<file path="src/rtl/uart_tx_if.sv">
// Byte handshake between on-chip producers and the UART transmitter queue.
interface uart_tx_if;
   logic [7:0] tx_data;
   logic       tx_valid;
   logic       tx_ready;

   modport master (output tx_data, output tx_valid, input tx_ready);
   modport slave  (input tx_data, input tx_valid, output tx_ready);
endinterface

</file>
<file path="src/rtl/uart_tx.sv">
// Buffered UART transmitter: small byte FIFO feeding an LSB-first serializer on tx232.
// Define UART_TX_PARITY_EN to add an even-parity bit between data and stop (8E1).
module uart_tx #(
   parameter int unsigned CLK_HZ     = 48_000_000,
   parameter int unsigned BAUD       = 115200,
   parameter int unsigned FIFO_DEPTH = 4
) (
   input  logic                        clk,
   input  logic                        reset,
   uart_tx_if.slave                    tx_if,
   output logic                        tx232,
   output logic                        busy,
   output logic [$clog2(FIFO_DEPTH):0] fifo_level
);
   localparam int unsigned DIV = (CLK_HZ + BAUD / 2) / BAUD;
   localparam int unsigned CW  = $clog2(DIV);
   localparam int unsigned AW  = $clog2(FIFO_DEPTH);
   localparam int unsigned LW  = AW + 1;

   typedef enum logic [2:0] {
      S_IDLE,
      S_START,
      S_DATA,
`ifdef UART_TX_PARITY_EN
      S_PARITY,
`endif
      S_STOP
   } state_t;

   state_t        r_state, w_state_nxt;
   logic [CW-1:0] r_baud, w_baud_nxt;
   logic [7:0]    r_shift, w_shift_nxt;
   logic [2:0]    r_idx, w_idx_nxt;
   logic          r_tx232, w_tx_nxt;
   logic          r_busy;
   logic [7:0]    r_mem [FIFO_DEPTH];
   logic [AW-1:0] r_wr_ptr, r_rd_ptr;
   logic [LW-1:0] r_count, w_count_nxt;
   logic          w_push, w_pop, w_baud_end;
   logic [7:0]    w_head;
`ifdef UART_TX_PARITY_EN
   logic          r_parity, w_parity_nxt;
`endif

   // Ready comes from the registered count only, so a full queue never accepts on a pop cycle.
   assign tx_if.tx_ready = (r_count != LW'(FIFO_DEPTH));
   assign w_push         = tx_if.tx_valid && tx_if.tx_ready;
   assign w_head         = r_mem[r_rd_ptr];
   assign w_baud_end     = (r_baud == CW'(DIV - 1));

   assign tx232      = r_tx232;
   assign busy       = r_busy;
   assign fifo_level = r_count;

   always_comb begin
      w_count_nxt = r_count;
      case ({w_push, w_pop})
         2'b10:   w_count_nxt = r_count + LW'(1);
         2'b01:   w_count_nxt = r_count - LW'(1);
         default: w_count_nxt = r_count;
      endcase
   end

   // Next state; w_tx_nxt is the line level for the current state, flopped one cycle later.
   always_comb begin
      w_state_nxt = r_state;
      w_baud_nxt  = w_baud_end ? '0 : r_baud + CW'(1);
      w_shift_nxt = r_shift;
      w_idx_nxt   = r_idx;
      w_pop       = 1'b0;
      w_tx_nxt    = 1'b1;
`ifdef UART_TX_PARITY_EN
      w_parity_nxt = r_parity;
`endif
      case (r_state)
         S_IDLE: begin
            w_baud_nxt = '0;
            if (r_count != '0) begin
               w_pop       = 1'b1;
               w_shift_nxt = w_head;
               w_state_nxt = S_START;
`ifdef UART_TX_PARITY_EN
               w_parity_nxt = ^w_head;
`endif
            end
         end
         S_START: begin
            w_tx_nxt = 1'b0;
            if (w_baud_end) begin
               w_state_nxt = S_DATA;
               w_idx_nxt   = 3'd0;
            end
         end
         S_DATA: begin
            w_tx_nxt = r_shift[0];
            if (w_baud_end) begin
               w_shift_nxt = {1'b0, r_shift[7:1]};
               w_idx_nxt   = r_idx + 3'd1;
               if (r_idx == 3'd7) begin
`ifdef UART_TX_PARITY_EN
                  w_state_nxt = S_PARITY;
`else
                  w_state_nxt = S_STOP;
`endif
               end
            end
         end
`ifdef UART_TX_PARITY_EN
         S_PARITY: begin
            w_tx_nxt = r_parity;
            if (w_baud_end) w_state_nxt = S_STOP;
         end
`endif
         S_STOP: begin
            if (w_baud_end) begin
               // A waiting byte starts right at the end of stop, with no idle bit.
               if (r_count != '0) begin
                  w_pop       = 1'b1;
                  w_shift_nxt = w_head;
                  w_state_nxt = S_START;
`ifdef UART_TX_PARITY_EN
                  w_parity_nxt = ^w_head;
`endif
               end else begin
                  w_state_nxt = S_IDLE;
               end
            end
         end
         default: w_state_nxt = S_IDLE;
      endcase
   end

   always_ff @(posedge clk) begin
      if (reset) begin
         r_state  <= S_IDLE;
         r_baud   <= '0;
         r_shift  <= '0;
         r_idx    <= '0;
         r_tx232  <= 1'b1;
         r_busy   <= 1'b0;
         r_wr_ptr <= '0;
         r_rd_ptr <= '0;
         r_count  <= '0;
`ifdef UART_TX_PARITY_EN
         r_parity <= 1'b0;
`endif
      end else begin
         r_state  <= w_state_nxt;
         r_baud   <= w_baud_nxt;
         r_shift  <= w_shift_nxt;
         r_idx    <= w_idx_nxt;
         r_tx232  <= w_tx_nxt;
         r_busy   <= (w_state_nxt != S_IDLE) || (w_count_nxt != '0);
         r_count  <= w_count_nxt;
         if (w_push) r_wr_ptr <= r_wr_ptr + AW'(1);
         if (w_pop)  r_rd_ptr <= r_rd_ptr + AW'(1);
`ifdef UART_TX_PARITY_EN
         r_parity <= w_parity_nxt;
`endif
      end
   end

   // Queue storage needs no reset: the count decides what is valid.
   always_ff @(posedge clk) begin
      if (w_push) r_mem[r_wr_ptr] <= tx_if.tx_data;
   end
endmodule
</file>
<file path="src/flat_wrapper.sv">
// flat-port wrapper written by rule: the top's interface ports become plain ports
module uart_tx_flat 
#(
   parameter int unsigned CLK_HZ     = 48_000_000,
   parameter int unsigned BAUD       = 115200,
   parameter int unsigned FIFO_DEPTH = 4
)
  (clk, reset, tx232, busy, fifo_level, tx_if_tx_data, tx_if_tx_valid, tx_if_tx_ready);
  uart_tx_if tx_if_i ();
  input  logic clk;
  input  logic reset;
  output logic tx232;
  output logic busy;
  output logic [$clog2(FIFO_DEPTH):0] fifo_level;
  input wire logic [$bits(tx_if_i.tx_data)-1:0] tx_if_tx_data;
  input wire logic [$bits(tx_if_i.tx_valid)-1:0] tx_if_tx_valid;
  output wire logic [$bits(tx_if_i.tx_ready)-1:0] tx_if_tx_ready;
  assign tx_if_i.tx_data = tx_if_tx_data;
  assign tx_if_i.tx_valid = tx_if_tx_valid;
  assign tx_if_tx_ready = tx_if_i.tx_ready;
  uart_tx #(.CLK_HZ(CLK_HZ), .BAUD(BAUD), .FIFO_DEPTH(FIFO_DEPTH)) u_core (.clk(clk), .reset(reset), .tx_if(tx_if_i), .tx232(tx232), .busy(busy), .fifo_level(fifo_level));
endmodule
</file>
<file path="config.mk">
export PLATFORM = sky130hd
export DESIGN_NAME = uart_tx_flat
export DESIGN_NICKNAME = d
export VERILOG_FILES = /design/src/rtl/uart_tx_if.sv /design/src/rtl/uart_tx.sv /design/src/flat_wrapper.sv
export SDC_FILE = /design/constraint.sdc
export NUM_CORES = 1
export LEC_CHECK = 0
export ABC_CLOCK_PERIOD_IN_PS = 2600
export BUFFER_PORTS_ARGS = -buffer_cell sky130_fd_sc_hd__buf_2
export CAP_MARGIN = 20
export CORE_ASPECT_RATIO = 1.2
export CORE_MARGIN = 10
export CORE_UTILIZATION = 51
export CTS_CLUSTER_SIZE = 10
export DETAILED_ROUTE_END_ITERATION = 7
export HOLD_SLACK_MARGIN = 0.03
export PLACE_DENSITY = 0.71
export SLEW_MARGIN = 20
export SYNTH_ARGS = -nofsm -noshare
export SYNTH_HDL_FRONTEND = slang
export SYNTH_SLANG_ARGS = --single-unit
</file>
<file path="constraint.sdc">
create_clock -name clk -period 2.6 [get_ports clk]
set_clock_uncertainty 0.15 [all_clocks]
set_input_delay 0.65 -clock clk [delete_from_list [all_inputs] [get_ports clk]]
set_output_delay 0.65 -clock clk [all_outputs]
set_load 0.02 [all_outputs]
</file>
---- Word-level counts from Yosys, hierarchy flattened ----
Memory sizes are Yosys's and may differ from the RTL's. A register that Yosys moved wholly into a read port is not among the register bits.
Index checks and enable logic that the tools add are counted.
word-level totals
  flip-flop bits (word level) ............. 32
  RAM bits ................................ 32
  bits of input ports ..................... 11
  memories kept ........................... 1
memory list
  name          words  width  rd ports  clocked after Yosys merged registers in  wr ports  RTL line       source
  u_core.r_mem  4      8      1         1                                        1         uart_tx.sv:36  logic [7:0] r_mem [FIFO_DEPTH];
cells by class
  add/sub/neg operators ................... 6
  equality and inequality tests ........... 11
  mux-type cells .......................... 23
  reductions and logical operators ........ 11
operator list
  operator             number
  $mux 8               3
  $pmux 8 s3           1
  $mux 3               7
  $pmux 3 s2           2
  $pmux 3 s4           1
  $reduce_bool 3->1    4
  $add 9x1->9 const B  1
  $eq 9x9->1 const B   1
  $add 3x1->3 const B  2
  $eq 3x2->1 const B   2
  $ne 2x1->1 const B   3
  $reduce_and 3->1     2
  $mux 1               5
  $add 2x1->2 const B  2
  $mux 2               2
  $pmux 1 s2           2
  $eq 3x1->1 const B   1
  $eq 3x3->1 const B   1
  $logic_not 3->1      1
  $ne 3x3->1 const B   1
  $reduce_or 3->1      1
  $sub 3x1->3 const B  1
  $eq 2x1->1 const B   1
  $eq 2x2->1 const B   1
  other kinds (3)      3

---- Logic depth before layout (Yosys ltp) ----
  word-level depth ........................ 8
  mapped depth ............................ 12
  mapped depth without buffers ............ 11

---- Least setup slack after synthesis ----
OpenSTA, ideal clock, no wires.
  path type ............................... flip-flop to flip-flop
  start point ............................. register u_core.r_baud[0]
  end point ............................... register u_core.r_busy, in the netlist u_core.busy
  library setup time ...................... 0.058 ns
  arrival ................................. 2.555 ns
  slack ................................... -0.163 ns
  cell stages (with the launch flop) ...... 13
  clock period less this slack ............ 2.763 ns
  cell sequence ........................... dfxtp_1 -> inv_1 -> ha_1 -> and4b_1 -> clkbuf_1 -> a21boi_1 -> nor2_1 -> ha_1 -> fa_1 -> xnor2_1 -> or3_1 -> a21oi_1 -> a211o_1
on the way
  longest elaborated chain between the ends .. 7
RTL lines
  item                                      RTL line        source
  from (decl)                               uart_tx.sv:31   logic [CW-1:0] r_baud, w_baud_nxt;
  from (signal assigned)                    uart_tx.sv:149  r_baud <= w_baud_nxt;
  $eq 9x9->1 (*)                            uart_tx.sv:49   assign w_baud_end = (r_baud == CW'(DIV - 1));
  $mux 1                                    uart_tx.sv:115  if (w_baud_end) begin
  $pmux 1 s2                                uart_tx.sv:75   case (r_state)
  $eq 2x1->1 or $eq 2x2->1 (tied branches)  uart_tx.sv:57   case ({w_push, w_pop})
  $pmux 3 s2                                uart_tx.sv:57
  $reduce_bool 3->1                         uart_tx.sv:153  r_busy <= (w_state_nxt != S_IDLE) || (w_count_nxt != '0);
  $logic_or 1x1->1 (*)                      uart_tx.sv:153
  to (signal assigned)                      uart_tx.sv:153
  to (decl)                                 uart_tx.sv:35   logic r_busy;
Mark *: on every way between the ends. The rest lies on a longest branch, timed or not.
A chain may end at the register's enable or synchronous reset.

---- Worst setup path in the final report ----
Ends and elaborated chain as after synthesis.

==> impl_metrics.env <==
export IMPL_syn_instance_count=226
export IMPL_globalRouteMet2Util_pct=18.1
export IMPL_holdPathStages=2
export IMPL_final_instance_count_excl_fill=319
export IMPL_core_box_area_sq_um=5370
export IMPL_outcome="complete, no violations"
export IMPL_placed_cell_area_sq_um=3040
export IMPL_synth_flop_cell="sky130_fd_sc_hd__dfxtp_1"
export IMPL_report_final_setup_viol=0
export IMPL_ys_ff_latch=66
export IMPL_die_extent_in_y_um=102
export IMPL_power_static_leakage_nw=1.18
export IMPL_boundaryPins=17
export IMPL_use_met3_pct=4.22
export IMPL_global_route_wire_length_before_repair_um=8210
export IMPL_first_pass_iters=4
export IMPL_ctsHoldBuffers=0
export IMPL_buffer_ports_inserted=16
export IMPL_critical_path_cell_chain="inv_1 -> ha_1 -> and4b_1 -> a21boi_4 -> nor2_1 -> ha_2 -> fa_2 -> xnor2_2 -> or3_1 -> a21oi_2 -> a211o_1"
export IMPL_cellPowerDensity_nw_per_um2=858
export IMPL_post_cts_resized=0
export IMPL_synthesis_area_per_instance_sq_um=12.6
export IMPL_placedCellCount=303
export IMPL_final_nets=273
export IMPL_synth_fp_nets=247
export IMPL_critPathSlowestCell="sky130_fd_sc_hd__fa_2"
export IMPL_net_switching_power_mw=0.776
export IMPL_critPathMaxStageDelay_ns=0.35
export IMPL_post_place_ws_ns=0.0417
export IMPL_tightestPinTransition_ns=0.512
export IMPL_route_detailed_vias_per_inst=5.49
export IMPL_final_layout_size_suffix_gt1_share_pct=26.8
export IMPL_fmax_mhz=402
export IMPL_timing_final_hold_violations=0
export IMPL_cts_sink_count=66
export IMPL_top_library_cells_by_usage_in_the_layout_fill_and_taps_aside="sky130_fd_sc_hd__edfxtp_1, sky130_fd_sc_hd__dfxtp_1, sky130_fd_sc_hd__nor2_1"
export IMPL_fin_area_sq_um=3260
export IMPL_route_detailed_drc=0
export IMPL_grt_busiest_layer="met2"
export IMPL_setup_worst_path_end_class="flop"
export IMPL_htree_num_levels=3
export IMPL_postCtsSetupBuffers=0
export IMPL_dr_total_vias=1750
export IMPL_maximum_vdd_ir_drop_mv=0.517
export IMPL_final_setup_worst_slack_ns=0.115
export IMPL_critPathRequiredTime_ns=2.73
export IMPL_drt_iter0_drc=64
export IMPL_syn_to_final_growth_pct=14.4
export IMPL_most_common_cell_after_layout_fill_and_taps_aside="sky130_fd_sc_hd__edfxtp_1"
export IMPL_syn_area_sq_um=2850
export IMPL_rr_worst_depth=11
export IMPL_timing_critical_path_arrival_ns=2.62
export IMPL_worstSetupStartpointType="flop"
export IMPL_cell_internal_power_mw=2.02
export IMPL_criticalPathCategory="reg -> reg"
export IMPL_async_reset_ff_share_pct=0
export IMPL_clk_insertion_delay_late_ns=0.34
export IMPL_root_buffer="sky130_fd_sc_hd__clkbuf_8"
export IMPL_timing_slew_headroom_pct=65.8
export IMPL_synth_yosys_seq_area_share_pct=57.6
export IMPL_fp_dieArea_sq_um=8990
export IMPL_cts_inserted_buffers=9
export IMPL_initial_core_util_pct=53.1
export IMPL_pwr_share_seq_pct=48.1
export IMPL_holdCritPathClass="reg -> reg"
export IMPL_finish_utilization_pct=60.7
export IMPL_number_of_antenna_violations_at_the_first_check_in_global_routing=0
export IMPL_pin_count_of_the_biggest_net_entering_global_routing=26
export IMPL_antenna_left=0
export IMPL_floorplan_die_width_um=88.2
export IMPL_synth_cell_type_count=41
export IMPL_synth_warnings=0
export IMPL_postRouteWirelength_um=4680
export IMPL_gr_util_met1_pct=14.5
export IMPL_timing_max_cap_violations=0
export IMPL_report_final_slew_viol_count=0
export IMPL_post_route_period_util_pct=95.6
export IMPL_clockPowerShare_pct=30.1
export IMPL_grtUsageTotal_pct=11.7
export IMPL_first_global_vias=1769
export IMPL_fillerInstances=437
export IMPL_n_antenna_cell=0
export IMPL_grt_overflow_total=0
export IMPL_combPwrFrac_pct=21.8
export IMPL_cts_buffer_depth=2
export IMPL_worstPathMaxFanout=2
export IMPL_finalCriticalPeriod_ns=2.49
export IMPL_totalPowerFinal_mw=2.80
export IMPL_wire_per_inst_um=14.7
export IMPL_hpwlAfterDp_um=3260
export IMPL_tritoncts="built"
export IMPL_fin_hold_ws_ns=0.306
export IMPL_edff_count_synth=32
export IMPL_num_rows=29
export IMPL_clk_pin_slew_worst_setup_hold_paths_ns=0.07
export IMPL_gp_congestion=0.761
export IMPL_fin_setup_tns_ns=0
export IMPL_switching_share_pct=27.7
[power by group through the flow]
stage / clock, mW / combinational (mW) / sequential, mW
finish: 0.842 / 0.611 / 1.34
global route: 0.911 / 0.693 / 1.37
CTS: 0.866 / 0.600 / 1.35
detailed placement: 0 / 0.596 / 1.37
global placement: 0 / 0.585 / 1.36
floorplan: 0 / 0.463 / 1.35
[synthesized netlist by cell type (all sizes together) (6+ instances only)]
cell type / n / area [sq um]
nor2: 23 / 86.3
inv: 12 / 45.0
dfxtp: 34 / 681
mux4: 8 / 180
mux2: 9 / 101
and3: 6 / 37.5
ha: 9 / 113
a211oi: 7 / 52.6
buf: 6 / 35.0
xnor2: 7 / 61.3
nand2: 10 / 37.5
edfxtp: 32 / 961
a221oi: 8 / 70.1
[final timing paths]
path	from	to	slack, ns
min	u_core.r_shift[4]	u_core.r_shift[4]	0.31
max	u_core.r_baud[0]	u_core.busy	0.11
min reg2reg	u_core.r_shift[4]	u_core.r_shift[4]	0.31
max reg2reg	u_core.r_baud[0]	u_core.busy	0.11
[flip-flops by register name, summed over array words and instances (netlist names), named ones only]
signal             flops
u_core.fifo_level      3
u_core.r_idx           3
u_core.r_baud          9
u_core.r_shift         8
u_core.busy            1
u_core.r_wr_ptr        2
u_core.r_mem          32
u_core.r_state         3
u_core.r_rd_ptr        2
u_core.tx232           1
[critical path, delay by kind of cell, from the launching register on]
| kind | cells | cell delay [ns] |
|---|---|---|
| DFF | 1 | 0.32 |
| and+or+nand+nor | 3 | 0.62 |
| xor gates and xnor gates | 1 | 0.15 |
| adders and majority gates | 3 | 0.72 |
| buffers and inverters | 1 | 0.04 |
| AOI/OAI and AO/OA | 3 | 0.43 |
[metal layers]
metal  wire length, um  up-vias
li1                  -      884
met1              2170      832
met2              2250       25
met3               181        9
met4                79        0
met5                 0        -
[logic make-up after synthesis]
logic type,Yosys count,synth area share [%]
AND/OR/NAND/NOR,64,12.0
multiplexers,19,10.6
flip-flops,66,57.6
buffers and inverters,23,3.51
adder cells (fa/ha/maj),10,4.66
XOR/XNOR,12,3.69
AO/OA/AOI/OAI,31,7.82
other,1,0.132
[final cells by class]
| type | instances | area, sq um | area share (%) |
|---|---|---|---|
| Sequential cell | 66 | 1650 | 50.5 |
| Timing Repair Buffer | 26 | 155 | 4.76 |
| Clock buffer | 11 | 141 | 4.34 |
| Multi-Input combinational cell | 137 | 1140 | 35.0 |
| Clock inverter | 5 | 53.8 | 1.65 |
| Inverter | 12 | 45.0 | 1.38 |
| Tap cell | 62 | 77.6 | 2.38 |
No activity file was read; power rests on OpenSTA's default activity.
